`config.mk`:
```
export PLATFORM = sky130hd
export DESIGN_NAME = sb_tx_packet_framer
export DESIGN_NICKNAME = d
export VERILOG_FILES = /design/src/rtl/sb_tx_packet_framer.sv
export SDC_FILE = /design/constraint.sdc
export NUM_CORES = 1
export LEC_CHECK = 0
export ABC_AREA = 1
export CORE_ASPECT_RATIO = 0.9
export CORE_UTILIZATION = 50
export CTS_BUF_LIST = sky130_fd_sc_hd__clkbuf_8 sky130_fd_sc_hd__clkbuf_16
export CTS_CLUSTER_DIAMETER = 30
export DETAILED_ROUTE_END_ITERATION = 6
export PLACE_DENSITY = 0.8
export SYNTH_ARGS = -nofsm -noshare
export SYNTH_HDL_FRONTEND = slang
export SYNTH_SLANG_ARGS = --single-unit
```
`constraint.sdc`:
```
create_clock -name i_clk -period 1.9 [get_ports i_clk]
set_input_delay 0.285 -clock i_clk [delete_from_list [all_inputs] [get_ports i_clk]]
set_output_delay 0.285 -clock i_clk [all_outputs]
set_load 0.02 [all_outputs]
```
`src/rtl/sb_tx_packet_framer.sv`:
```
// Sideband transmit framer: turns one link-FSM message request into a header word
// (plus optional payload word) for the 64b serializer, or sends the init start pattern.
module sb_tx_packet_framer #(
  parameter int          PATTERN_WORDS = 4,
  parameter int          GAP_CYCLES    = 2,
  parameter logic [63:0] PATTERN_WORD  = 64'hAAAA_AAAA_AAAA_AAAA
) (
  input  logic        i_clk,
  input  logic        i_rst,
  input  logic        i_start_pattern,
  input  logic        i_req_valid,
  output logic        o_req_ready,
  input  logic        i_has_data,
  input  logic [7:0]  i_msg_code,
  input  logic [7:0]  i_msg_sub_code,
  input  logic [15:0] i_msg_info,
  input  logic [63:0] i_data,
  output logic        o_ser_valid,
  output logic [63:0] o_ser_data,
  input  logic        i_ser_ack,
  output logic        o_pattern_done,
  output logic        o_pkt_sent,
  output logic        o_busy
);

  localparam int PCW = $clog2(PATTERN_WORDS) + 1;
  localparam int GCW = $clog2(GAP_CYCLES) + 1;
  localparam logic [PCW-1:0] PAT_LAST = PCW'(PATTERN_WORDS - 1);
  localparam logic [GCW-1:0] GAP_LAST = GCW'(GAP_CYCLES - 1);

  typedef enum logic [2:0] {IDLE, PATTERN, HEADER, DATA, GAP} state_t;

  state_t          state_q;
  logic            ser_valid_q;
  logic [63:0]     ser_data_q;
  logic            pattern_done_q;
  logic            pkt_sent_q;
  logic            has_data_q;
  logic [63:0]     data_q;
  logic [PCW-1:0]  pat_cnt_q;
  logic [GCW-1:0]  gap_cnt_q;
  logic            accept;

  // cp covers bits [61:0]; dp is payload parity and only meaningful with a payload
  function automatic logic [63:0] build_hdr(input logic        has_data,
                                            input logic [7:0]  code,
                                            input logic [7:0]  sub_code,
                                            input logic [15:0] info,
                                            input logic [63:0] data);
    logic [63:0] h;
    h        = '0;
    h[4:0]   = has_data ? 5'b11011 : 5'b10010;
    h[21:14] = code;
    h[31:29] = 3'b001;
    h[39:32] = sub_code;
    h[55:40] = info;
    h[58:56] = 3'b101;
    h[62]    = ^h[61:0];
    h[63]    = has_data & (^data);
    return h;
  endfunction

  assign o_req_ready    = (state_q == IDLE) & ~i_start_pattern & ~i_rst;
  assign accept         = i_req_valid & o_req_ready;
  assign o_ser_valid    = ser_valid_q;
  assign o_ser_data     = ser_data_q;
  assign o_pattern_done = pattern_done_q;
  assign o_pkt_sent     = pkt_sent_q;
  assign o_busy         = (state_q != IDLE);

  always_ff @(posedge i_clk) begin
    if (i_rst) begin
      state_q        <= IDLE;
      ser_valid_q    <= 1'b0;
      ser_data_q     <= '0;
      pattern_done_q <= 1'b0;
      pkt_sent_q     <= 1'b0;
      has_data_q     <= 1'b0;
      data_q         <= '0;
      pat_cnt_q      <= '0;
      gap_cnt_q      <= '0;
    end else begin
      pattern_done_q <= 1'b0;
      pkt_sent_q     <= 1'b0;
      case (state_q)
        IDLE: begin
          if (i_start_pattern) begin
            state_q     <= PATTERN;
            pat_cnt_q   <= '0;
            ser_valid_q <= 1'b1;
            ser_data_q  <= PATTERN_WORD;
          end else if (accept) begin
            state_q     <= HEADER;
            has_data_q  <= i_has_data;
            data_q      <= i_has_data ? i_data : '0;
            ser_valid_q <= 1'b1;
            ser_data_q  <= build_hdr(i_has_data, i_msg_code, i_msg_sub_code,
                                     i_msg_info, i_data);
          end
        end
        PATTERN: begin
          if (i_ser_ack) begin
            if (pat_cnt_q == PAT_LAST) begin
              state_q        <= GAP;
              gap_cnt_q      <= '0;
              ser_valid_q    <= 1'b0;
              ser_data_q     <= '0;
              pattern_done_q <= 1'b1;
            end else begin
              pat_cnt_q <= pat_cnt_q + 1'b1;
            end
          end
        end
        HEADER: begin
          if (i_ser_ack) begin
            if (has_data_q) begin
              state_q    <= DATA;
              ser_data_q <= data_q;
            end else begin
              state_q     <= GAP;
              gap_cnt_q   <= '0;
              ser_valid_q <= 1'b0;
              ser_data_q  <= '0;
              pkt_sent_q  <= 1'b1;
            end
          end
        end
        DATA: begin
          if (i_ser_ack) begin
            state_q     <= GAP;
            gap_cnt_q   <= '0;
            ser_valid_q <= 1'b0;
            ser_data_q  <= '0;
            pkt_sent_q  <= 1'b1;
          end
        end
        GAP: begin
          if (gap_cnt_q == GAP_LAST) begin
            state_q <= IDLE;
          end else begin
            gap_cnt_q <= gap_cnt_q + 1'b1;
          end
        end
        default: state_q <= IDLE;
      endcase
    end
  end

endmodule
```
Yosys cells after proc, flatten, opt, wreduce, memory -nomap -nowiden

Index checks and enable logic that the tools add are counted.

Register bits: 140
Input port bits: 102

$add $sub $neg: 2
Equality and inequality tests: 16
Muxes and demuxes: 43
Bitwise logic cells: 8
Reductions and logical operators: 14

Operators by type and width:

| cell                                                | number |
|---|---|
| two-way mux 64 bit                                  | 8 |
| one-hot mux 64 bit (4 select lines)                 | 1 |
| parity 64 bit                                       | 1 |
| parity 62 bit                                       | 1 |
| two-way mux 3 bit                                   | 11 |
| inequality test 2 bit, second input constant        | 9 |
| one-hot mux 3 bit (5 select lines)                  | 1 |
| AND reduction 7 bit                                 | 2 |
| two-way mux 2 bit                                   | 6 |
| AND reduction 6 bit                                 | 2 |
| two-way mux 1 bit                                   | 11 |
| equality test 3 x 2 -> 1 bit, second input constant | 3 |
| one-hot mux 2 bit (4 select lines)                  | 1 |
| nonzero test 4 bit                                  | 2 |
| one-hot mux 3 bit (2 select lines)                  | 1 |
| AND 1 bit                                           | 4 |
| two-way mux 4 bit                                   | 1 |
| NOT 1 bit                                           | 4 |
| one-hot mux 1 bit (4 select lines)                  | 1 |
| AND reduction 4 bit                                 | 1 |
| adder 3 x 1 -> 3 bit, second input constant         | 1 |
| equality test 3 x 1 -> 1 bit, second input constant | 1 |
| equality test 3 bit, second input constant          | 1 |
| logical NOT 3 bit                                   | 1 |
| 8 further kinds                                     | 8 |

Depth between registers and ports, before layout

Gate-level depths: netlist (run 1).

Word-level depth: 7
Gate-level depth with buffers: 19
Mapped depth without buffers: 18

Worst setup path after synthesis (run 1)

No wires, ideal clock.

Path kind: register to register
From: reg state_q[2]
To: reg ser_data_q[29] (netlist: o_ser_data[29])
Arrival time: 1.670 ns
Data required time: 1.771 ns
Slack: 0.101 ns
Cell stages (with the launch flop): 13
Path buffers: 2
Period minus slack after synthesis: 1.799 ns
Cells stage by stage: dfxtp_1 -> nor2_4 -> nand2_2 -> nor2_8 -> nand2_2 -> nor2_4 -> inv_2 -> a21oi_4 -> nand2_2 -> inv_4 -> buf_6 -> buf_4 -> a31oi_1

Cells in the longest elaborated chain, start to end: 6
Elaborated cells between the ends (all ways): 15
Classes of those cells: eq/ne: 8; mux: 1; bitwise: 3; reduce/logical: 3

RTL lines:

| element                         | line   | RTL |
|---|---|---|
| from (decl)                     | 33     | `state_t state_q;` |
| from (signal assigned)          | 73     | `state_q <= IDLE;` |
| from (signal assigned)          | 88     | `state_q <= PATTERN;` |
| from (signal assigned)          | 93     | `state_q <= HEADER;` |
| logical NOT 3 bit               | 63, 85 |  |
| AND 1 bit (2 in series)         | 63     | `assign o_req_ready = (state_q == IDLE) & ~i_start_pattern & ~i_rst;` |
| AND 1 bit                       | 64     | `assign accept = i_req_valid & o_req_ready;` |
| inequality test 3 bit (no line) | --     |  |
| AND reduction 6 bit (no line)   | --     |  |
| to (signal assigned)            | 97     | `ser_data_q <= build_hdr(i_has_data, i_msg_code, i_msg_sub_code,` |
| to (signal assigned)            | 118    | `ser_data_q <= data_q;` |
| to (decl)                       | 35     | `logic [63:0] ser_data_q;` |

Parallel ways exist; a longest one is shown, timed or not.
A chain may end at the register's enable or synchronous reset.

Worst setup path in the final report (run 1)

From: reg state_q[0]
To: out o_req_ready

Cells in the longest elaborated chain, start to end: 3

RTL lines:

| element                 | line | RTL |
|---|---|---|
| logical NOT 3 bit       | 63   |  |
| AND 1 bit (2 in series) | 63   |  |
| to (decl)               | 12   | `output logic o_req_ready,` |

No other way between the ends.

==> out/qor.yml, run 1 <==
timing:
  rsz0062_at_grt: "true"
  min_period_ns: 1.80
  setup_violations: 0
  worst_slack_ns: 0.100
  finalCritPeriodShare_pct: 94.7
  fin_skew_ns: 0.00532
  relSlewSlack_pct: 39.1
  fmax_ghz: 0.556
  final-max-slew-violation-count: 0
  whs_ns: 0.239
  worst_pin_slew_ns: 0.913
  hold_viol_final: 0
critical_path:
  cp_data_required_time_ns: 1.62
  max_stage_delay_ns: 0.35
  arrival_ns: 1.51
  critPathLaunchType: "flop"
  cp_slowest_cell: "dfxtp_1"
  critPathKind: "flop to primary output"
  critPathCaptureType: "primary output"
  crit_family: "simple AND/OR/NAND/NOR gates"
  worstPathCellList: "nor2_4 -> nand2_4 -> nor2_8 -> nand2_2 -> inv_1 -> dlygate4sd2_1"
  worst-path-buf-inv: 2
  cp_max_fo: 3
floorplan:
  core-area_mm2: 0.0141
  ioPinCount: 171
  rows: 41
  die_h_um: 116
  die-area_mm2: 0.0149
  die_w_um: 128
  start_util_pct: 51.2
synth:
  ys_ff_latch: 140
  synthArstFlopShare_pct: 0
  ys.flop_type: "dfxtp_1"
  synth_area_mm2: 0.00719
  synth_nets: 1142
  synth.distinct_cells: 33
  synthCells: 1037
  seq_area_frac_synth_pct: 39.0
  ys_warn_count: 0
  synth-edff-count: 0
  synth_area_per_cell_um2: 6.94
drt:
  ant_nets: 0
  wl_per_cell_um: 14.8
  vias: 7618
  drcViolationCount: 0
  routed_wl_um: 21400
  drt-vias-per-instance: 5.27
  drt_iter0_markers: 579
  first_pass_iters: 5
finish:
  area_growth_pct: 42.5
  antenna_cells: 0
  drive_gt1_share_pct: 11.3
  layout.nets: 1345
  finish.utilization_pct: 72.9
min_path:
  hold_path_class: "input pin to flop"
clock_tree:
  htree_levels: 4
  clk_pin_slew_ns: 0.06
  cts_max_path_buffers: 2
  cts_tree: "yes"
  cts_hold_buf: 0
  cts_root_buf: "clkbuf_16"
  cts_buffers: 17
  insertion_delay_ns: 0.42
  cts.sinks: 140
pwr:
  peakVddDrop_mv: 1.02
  cellLeakagePower_nw: 4.26
  powerDensity_mw_per_mm2: 1320
  p_total_mw: 13.6
grt:
  grt_pass1_vias: 6963
  grt_pass1_wl_um: 33500
  antenna_found_initial: 0
  overflow: 0
  grt_max_degree: 83
  grt_usage_pct: 28.8
placement:
  post-place-ws_ns: -0.348
  place_congestion: 0.840
  post-dp-hpwl_um: 14000
  io_buffers: 170
outcome:
  status: "finished, final reports clean"
run:
  drv_cap: 0
-- placed cells by master, fill, tap and decap left out, types with 5 or more instances in the layout --
cell	count
buf_4	69
o21ai_1	54
nor3_1	5
clkinvlp_4	5
dfxtp_1	140
o21ai_0	19
inv_1	54
a31oi_1	31
clkbuf_16	20
nand2_2	5
clkdlybuf4s50_1	155
dlymetal6s2s_1	11
a22oi_1	16
xor2_1	25
nand3_1	83
nand2_1	336
buf_12	7
nor2_1	16
nor2_2	5
xnor2_1	47
a21oi_1	109
-- worst reg2reg max path: cells and delay by family (launching register included) --
family,cells,cell delay (ns)
AO/OA/AOI/OAI,3,0.39
flip-flops,1,0.35
buffers and inverters,3,0.36
AND/OR/NAND/NOR,6,0.60
-- kinds of logic (layout without fill, tap and decap cells) --
group	count (synthesis)	count (layout)	share of synthesized area, %
adders and majority gates	3	3	0.522
DFF	140	140	39.0
AOI/OAI and AO/OA	235	235	17.8
buffers and inverters	124	340	7.34
xor gates and xnor gates	75	75	9.13
and+or+nand+nor	460	460	26.2
-- through the flow --
step | cells | cell area [um2] | TNS [ns]
CTS | 1439 | 10000 | 0
global route | 1446 | 10200 | -0.0162
floorplan | 1037 | 7190 | 0
global placement | 1407 | 9450 | -11.57
finish | 1446 | 10200 | 0
detailed placement | 1407 | 9450 | -13.92
-- cells in the mapped netlist (2+ instances only) --
master	count	share of area (%)
a31oi_1	31	2.7
xor2_1	26	3.2
o21ai_2	2	0.24
ha_1	3	0.52
inv_1	56	2.9
a21oi_1	109	7.6
a22oi_1	16	1.7
o21ai_0	19	1.3
o21ai_1	54	3.8
nor3_1	6	0.42
nor2_4	2	0.31
nand2_1	340	18
buf_1	3	0.16
dfxtp_1	140	39
nand2_2	3	0.26
buf_2	9	0.63
buf_4	11	1.1
clkbuf_1	42	2.2
xnor2_1	49	6.0
nand3_1	83	5.8
nor2_1	21	1.1
-- layout make-up --
class / count / area [um2]
Inverter: 58 / 225
Timing Repair Buffer: 249 / 2450
Clock inverter: 13 / 143
Timing Repair inverter: 1 / 6.26
Sequential cell: 140 / 2800
Clock buffer: 19 / 453
Multi-Input combinational cell: 773 / 3930
Fill cell: 1175 / 3810
Tap cell: 193 / 241
-- worst paths after layout --
kind / startpoint / to / slack [ns] / depth (start not counted)
min: i_data[6] / data_q[6] / 0.24 / 3
max: state_q[0] / o_req_ready / 0.10 / 6
max reg2reg: state_q[0] / o_ser_data[13] / 0.12 / 12
min reg2reg: gap_cnt_q[1] / gap_cnt_q[1] / 0.46 / 2
-- timing repair --
item / 4_1_cts / 5_1_grt
gates cloned: 0 / 4
buffers inserted: 0 / 3
pin swaps: 0 / 2
hold endpoints to repair: 0 / 0
endpoints found under the setup margin: 2 / 64
resized for setup: 2 / 27
-- power breakdown --
group          internal [mW]  switching [mW]  leakage, nW  total (mW)
clock network           2.00            1.30        0.278        3.30
logic                   2.79            3.55         2.84        6.34
registers               3.55           0.366         1.14        3.92
total                   8.34            5.21         4.26        13.6
-- routing by layer --
metal | track usage (%) | routed length (um)
met4 | 10.4 | 435
met1 | 38.2 | 9700
met5 | 0 | 0
met2 | 46.8 | 9800
met3 | 5.49 | 1490
-- registers in the layout (all words and copies together), names as in the netlist --
signal          cells
state_q             3
o_pattern_done      1
o_ser_data         64
pat_cnt_q           3
has_data_q          1
o_pkt_sent          1
o_ser_valid         1
data_q             64
gap_cnt_q           2
Note: power is estimated with default switching activity, not from simulation.
==> run 2: changes to the inputs <==
Settings changed: GPL_ROUTABILITY_DRIVEN from default to 0.
==> results of run 2 <==
The final DEF is identical to that of run 1; final timing and power are the same.
